===== src/rtl/vram_arbiter.sv =====
// vram_arbiter
//   Video-RAM responder between the VDP fetch path, the CPU bus bridge and a
//   single-port synchronous RAM with one cycle of read latency.
//   The VDP owns two fixed dot slots per 8-dot character cell. Every other
//   slot is available to the CPU, whose requests wait in a small FIFO. Video
//   fetch never stalls. The CPU only ever sees back-pressure through ready.
//
// Ports
//   dot_clk          in   sole clock, rising edge
//   reset            in   asynchronous, active-low reset
//   dot[2:0]         in   dot index within the character cell
//   vdp_addr[15:0]   in   VDP fetch address
//   vdp_data[7:0]    out  last VDP fetch result, held between fetches
//   cpu_req_*        in   CPU request: valid, we, addr[15:0], wdata[7:0]
//   cpu_req_ready    out  request accepted in a cycle where valid & ready
//   cpu_rdata[7:0]   out  CPU read result, held
//   cpu_rdata_valid  out  one-cycle pulse when cpu_rdata carries a new result
//   fifo_level[2:0]  out  number of queued CPU requests
//   mem_addr/wdata/we out RAM request for the current cycle
//   mem_rdata[7:0]   in   RAM read data, valid the cycle after the address
//
// Handshake: a CPU request transfers on any rising edge where cpu_req_valid
// and cpu_req_ready are both high. Ready depends only on the FIFO level at
// the start of the cycle. It is low whenever the FIFO is full, even if an
// entry pops in that same cycle.

module vram_arbiter #(
  parameter int FIFO_DEPTH = 4,
  parameter int VDP_SLOT_A = 0,
  parameter int VDP_SLOT_B = 4
) (
  input  logic        dot_clk,
  input  logic        reset,
  input  logic [2:0]  dot,
  input  logic [15:0] vdp_addr,
  output logic [7:0]  vdp_data,
  input  logic        cpu_req_valid,
  input  logic        cpu_req_we,
  input  logic [15:0] cpu_req_addr,
  input  logic [7:0]  cpu_req_wdata,
  output logic        cpu_req_ready,
  output logic [7:0]  cpu_rdata,
  output logic        cpu_rdata_valid,
  output logic [2:0]  fifo_level,
  output logic [15:0] mem_addr,
  output logic [7:0]  mem_wdata,
  output logic        mem_we,
  input  logic [7:0]  mem_rdata
);

  localparam int PTR_W = (FIFO_DEPTH > 1) ? $clog2(FIFO_DEPTH) : 1;

  // Kind of access presented to the RAM in the previous cycle. It decides
  // which register captures mem_rdata in the current cycle.
  typedef enum logic [1:0] {
    TAG_NONE   = 2'd0,
    TAG_VDP    = 2'd1,
    TAG_CPU_RD = 2'd2
  } tag_t;

  logic             fifo_we    [FIFO_DEPTH];
  logic [15:0]      fifo_addr  [FIFO_DEPTH];
  logic [7:0]       fifo_wdata [FIFO_DEPTH];
  logic [PTR_W-1:0] wr_ptr;
  logic [PTR_W-1:0] rd_ptr;
  logic [2:0]       level;
  tag_t             tag;

  logic vdp_slot;
  logic cpu_issue;
  logic push;

  assign vdp_slot      = (dot == 3'(VDP_SLOT_A)) || (dot == 3'(VDP_SLOT_B));
  assign cpu_issue     = !vdp_slot && (level != 3'd0);
  assign cpu_req_ready = (level != 3'(FIFO_DEPTH));
  assign push          = cpu_req_valid && cpu_req_ready;
  assign fifo_level    = level;

  // In idle slots the VDP address stays on the bus. This is a harmless read
  // whose result is never captured.
  always_comb begin
    mem_addr  = vdp_addr;
    mem_wdata = 8'h00;
    mem_we    = 1'b0;
    if (cpu_issue) begin
      mem_addr  = fifo_addr[rd_ptr];
      mem_wdata = fifo_wdata[rd_ptr];
      mem_we    = fifo_we[rd_ptr] && reset;
    end
  end

  // Queue storage carries no reset. Only the pointers and level give it
  // meaning.
  always_ff @(posedge dot_clk) begin
    if (push) begin
      fifo_we[wr_ptr]    <= cpu_req_we;
      fifo_addr[wr_ptr]  <= cpu_req_addr;
      fifo_wdata[wr_ptr] <= cpu_req_wdata;
    end
  end

  // Pointers wrap naturally because FIFO_DEPTH is a power of two. A push
  // and a pop in the same cycle leave the level unchanged.
  always_ff @(posedge dot_clk or negedge reset) begin
    if (!reset) begin
      wr_ptr <= '0;
      rd_ptr <= '0;
      level  <= 3'd0;
    end else begin
      if (push)      wr_ptr <= wr_ptr + PTR_W'(1);
      if (cpu_issue) rd_ptr <= rd_ptr + PTR_W'(1);
      case ({push, cpu_issue})
        2'b10:   level <= level + 3'd1;
        2'b01:   level <= level - 3'd1;
        default: level <= level;
      endcase
    end
  end

  // Two-stage return path. The tag records the slot type at the issue
  // cycle. The following cycle captures mem_rdata under that tag, so the
  // result becomes visible one cycle later.
  always_ff @(posedge dot_clk or negedge reset) begin
    if (!reset) begin
      tag             <= TAG_NONE;
      vdp_data        <= 8'h00;
      cpu_rdata       <= 8'h00;
      cpu_rdata_valid <= 1'b0;
    end else begin
      if (vdp_slot)
        tag <= TAG_VDP;
      else if (cpu_issue && !fifo_we[rd_ptr])
        tag <= TAG_CPU_RD;
      else
        tag <= TAG_NONE;

      cpu_rdata_valid <= (tag == TAG_CPU_RD);
      if (tag == TAG_VDP)    vdp_data  <= mem_rdata;
      if (tag == TAG_CPU_RD) cpu_rdata <= mem_rdata;
    end
  end

endmodule


===== config.mk =====
export PLATFORM = sky130hd
export DESIGN_NAME = vram_arbiter
export DESIGN_NICKNAME = d
export VERILOG_FILES = /design/src/rtl/vram_arbiter.sv
export SDC_FILE = /design/constraint.sdc
export NUM_CORES = 1
export LEC_CHECK = 0
export ABC_AREA = 1
export ABC_CLOCK_PERIOD_IN_PS = 6000
export CORE_MARGIN = 5
export CORE_UTILIZATION = 35
export CTS_CLUSTER_DIAMETER = 80
export DETAILED_ROUTE_END_ITERATION = 6
export SETUP_SLACK_MARGIN = 0.05
export SLEW_MARGIN = 0
export SYNTH_ARGS = -nofsm -noshare
export SYNTH_HDL_FRONTEND = slang
export SYNTH_SLANG_ARGS = --single-unit

===== constraint.sdc =====
create_clock -name dot_clk -period 6 [get_ports dot_clk]
set_clock_uncertainty 0.1 [all_clocks]
set_input_delay 1.2 -clock dot_clk [delete_from_list [all_inputs] [get_ports dot_clk]]
set_output_delay 1.2 -clock dot_clk [all_outputs]
set_load 0.05 [all_outputs]

==> insert_results.sql <==
INSERT INTO impl_metrics (metric_group, metric, value, unit) VALUES
('finish', 'area_delta_synth_final', '30.6', '%'),
('floorplan', 'starting_density_of_the_core', '35.5', '%'),
('power_and_ir_drop', 'p_leak', '0.00323', 'uW'),
('finish', 'final.fill_count', '1433', ''),
('global_route', 'global_route.usage.total', '13.8', '%'),
('run_status', 'status', 'complete, no violations', ''),
('hold_path', 'hp-class', 'reg -> reg', ''),
('finish', 'num-nets-final', '714', ''),
('floorplan', 'placement_rows', '46', ''),
('critical_path', 'critical_path.n_buffers_inverters', '3', ''),
('floorplan', 'pin_count', '101', ''),
('clock_network', 'cts.repair_timing.setup_buffer_count', '0', ''),
('yosys', 'synthMostInstantiatedCell', 'sky130_fd_sc_hd__nand2_1', ''),
('global_route', 'pin_count_of_the_biggest_net_entering_global_routing', '54', ''),
('global_route', 'initial_antenna_violation_count', '0', ''),
('clock_network', 'cts.hold.buffers_added', '0', ''),
('critical_path', 'required', '4700', 'ps'),
('global_route', 'gr-total-overflow', '0', ''),
('global_route', 'first_global_vias', '3735', ''),
('finish', 'final_layout_size_suffix_gt1_share', '8.87', '%'),
('yosys', 'synth_top_cells_by_area', 'sky130_fd_sc_hd__edfxtp_1 (53%), sky130_fd_sc_hd__nand2_1 (13%), sky130_fd_sc_hd__dfrtp_1 (12%), sky130_fd_sc_hd__inv_1 (6.8%), sky130_fd_sc_hd__nand3_1 (4.0%)', ''),
('detailed_routing', 'wl_per_cell', '14.2', 'um'),
('finish', 'n_antenna_cell', '0', ''),
('floorplan', 'die_area', '18700', 'sq um'),
('place', 'hpwlAfterDp', '7730', 'um'),
('critical_path', 'arrival', '3470', 'ps'),
('sta', 'drv_slew', '0', ''),
('power_and_ir_drop', 'power', '4210', 'uW'),
('clock_network', 'worstSkewPairLatency', '410', 'ps'),
('critical_path', 'worstSetupEndpointType', 'output pin', ''),
('yosys', 'cells_after_synthesis', '554', ''),
('clock_network', 'path_clk_slew', '50', 'ps'),
('power_and_ir_drop', 'p_int', '2410', 'uW'),
('detailed_routing', 'totalWireLength', '12500', 'um'),
('power_and_ir_drop', 'worst_ir_drop_vdd', '0.241', 'mV'),
('place', 'placement.io_buffers', '99', ''),
('sta', 'fmax', '210', 'MHz'),
('power_and_ir_drop', 'switchingPower', '1810', 'uW'),
('detailed_routing', 'drt_first_iter_violations', '224', ''),
('critical_path', 'timing_worst_setup_path_type', 'in -> out', ''),
('critical_path', 'crit_path_start_kind', 'input pin', ''),
('finish', 'fin_area', '7330', 'sq um'),
('sta', 'fin_worst_hold_slack', '379', 'ps'),
('global_route', 'grt_pass1_wl', '19300', 'um'),
('detailed_routing', 'drt_pre_antenna_iters', '4', ''),
('power_and_ir_drop', 'p_per_area', '574', 'nW/um^2'),
('yosys', 'synth_top_cells_by_count', 'sky130_fd_sc_hd__nand2_1 (198), sky130_fd_sc_hd__inv_1 (102), sky130_fd_sc_hd__edfxtp_1 (100)', ''),
('critical_path', 'critPathTopFamily', 'buffers and inverters', ''),
('clock_network', 'cts_num_sinks', '126', ''),
('yosys', 'synth_flop_cell', 'sky130_fd_sc_hd__edfxtp_1', ''),
('yosys', 'asyncSetResetFlopFracSynth', '20.6', '%'),
('critical_path', 'crit_path_max_incr_delay', '800', 'ps'),
('sta', 'finalCriticalPeriod', '4770', 'ps'),
('clock_network', 'cts.htree.levels', '4', ''),
('floorplan', 'die-height', '137', 'um'),
('place', 'placement_cell_area', '6760', 'sq um'),
('yosys', 'synth-seq-cells', '126', ''),
('clock_network', 'ctsResizeCount', '0', ''),
('critical_path', 'cp_common_cell', 'sky130_fd_sc_hd__clkdlybuf4s50_1', ''),
('clock_network', 'cts_max_path_buffers', '2', ''),
('yosys', 'syn_avg_cell_area', '10.1', 'sq um'),
('yosys', 'synth_cell_types', '23', ''),
('sta', 'final-hold-violation-count', '0', ''),
('clock_network', 'cts_inserted_buffers', '17', ''),
('job', 'maxCapViolCount', '0', ''),
('sta', 'final_cycle_utilization_of_the_critical_path', '79.4', '%'),
('floorplan', 'die_w', '137', 'um'),
('clock_network', 'cts_root_buffer', 'sky130_fd_sc_hd__clkbuf_16', ''),
('floorplan', 'core_region_area', '15800', 'sq um'),
('sta', 'grt_setup_unrepaired', 'no', ''),
('sta', 'worst_slew_pin_tran', '1030', 'ps');
## cell families after synthesis
| family | count (synthesis) | share of synthesized area [%] |
|---|---|---|
| simple gates | 262 | 19.2 |
| buf+inv | 127 | 10.3 |
| flops | 126 | 65.1 |
| compound gates | 29 | 3.39 |
| fa+ha+maj | 6 | 1.47 |
| xor+xnor | 4 | 0.624 |
## registers in the layout, summed over array words and instances (netlist names)
| signal | cells |
|---|---|
| fifo_wdata | 32 |
| cpu_rdata | 8 |
| vdp_data | 8 |
| rd_ptr | 2 |
| fifo_we | 4 |
| tag | 2 |
| wr_ptr | 2 |
| fifo_level | 3 |
| cpu_rdata_valid | 1 |
| fifo_addr | 64 |
## per-layer routing
metal / part of all wire [%] / vias to the layer above / global-route usage, %
met3: 4.1 / 14 / 3.57
met5: 0 / - / 0
met2: 53 / 76 / 22.9
met1: 42 / 1781 / 16.7
li1: - / 1936 / -
met4: 1.5 / 0 / 7.00
## stage by stage
step           util (%)  worst slack (ps)  cells
2_1_floorplan         -              2510    554
3_3_place_gp       42.7              1220    850
3_5_place_dp       42.7              1200    850
4_1_cts            46.3              1190    881
5_1_grt            46.3              1130    881
6_report           46.3              1230    881
## path summary, 6_finish.rpt
path | startpoint | to | slack, ps | cells after the start
worst max-delay path | dot[1] | mem_addr[14] | 1230 | 6
worst min-delay path | cpu_rdata[2] | cpu_rdata[2] | 380 | 2
worst max register to register | fifo_level[1] | fifo_level[2] | 3840 | 9
worst min register to register | cpu_rdata[2] | cpu_rdata[2] | 380 | 2
max in group asynchronous | reset | rd_ptr[0] | 4440 | 2
min in group asynchronous | reset | vdp_data[7] | 1070 | 2
## worst register-to-register path: stages (launching register included)
cell and delay, ps:
sky130_fd_sc_hd__dfrtp_1 430, sky130_fd_sc_hd__nor2_4 160, sky130_fd_sc_hd__nand2_1 110, sky130_fd_sc_hd__nand2_2 250, sky130_fd_sc_hd__ha_1 230, sky130_fd_sc_hd__inv_1 70
sky130_fd_sc_hd__fa_1 380, sky130_fd_sc_hd__nand2_1 80, sky130_fd_sc_hd__nand3_1 80, sky130_fd_sc_hd__xor2_1 140
## cell type report
cell class	count	area (sq um)	share of cell area, %
Inverter	104	395	5.39
Timing Repair Buffer	103	1020	13.9
Clock inverter	13	149	2.03
Tap cell	216	270	3.68
Clock buffer	18	429	5.85
Multi-Input combinational cell	301	1420	19.3
Sequential cell	126	3650	49.8
## placed cells by master (no fill, tap or decap), drive strengths merged, types with 3 or more instances in the layout
cell | synthesis | layout
a21oi | 10 | 10
buf | 23 | 4
bufinv | 0 | 3
clkbuf | 0 | 18
clkdlybuf4s50 | 0 | 99
clkinv | 0 | 9
dfrtp | 26 | 26
edfxtp | 100 | 100
ha | 5 | 5
inv | 104 | 104
nand2 | 209 | 209
nand3 | 45 | 45
nor2 | 7 | 7
o21ai | 19 | 19
xor2 | 3 | 3
## power groups by stage
stage	logic [uW]	clock network, uW	registers (uW)
after floorplan	1200	0	1480
final	1900	995	1320
after CTS	1940	1020	1330
after detailed placement	1930	0	1340
after global routing	2050	1050	1350
after global placement	1900	0	1330
Note: power is estimated with default switching activity, not from simulation.
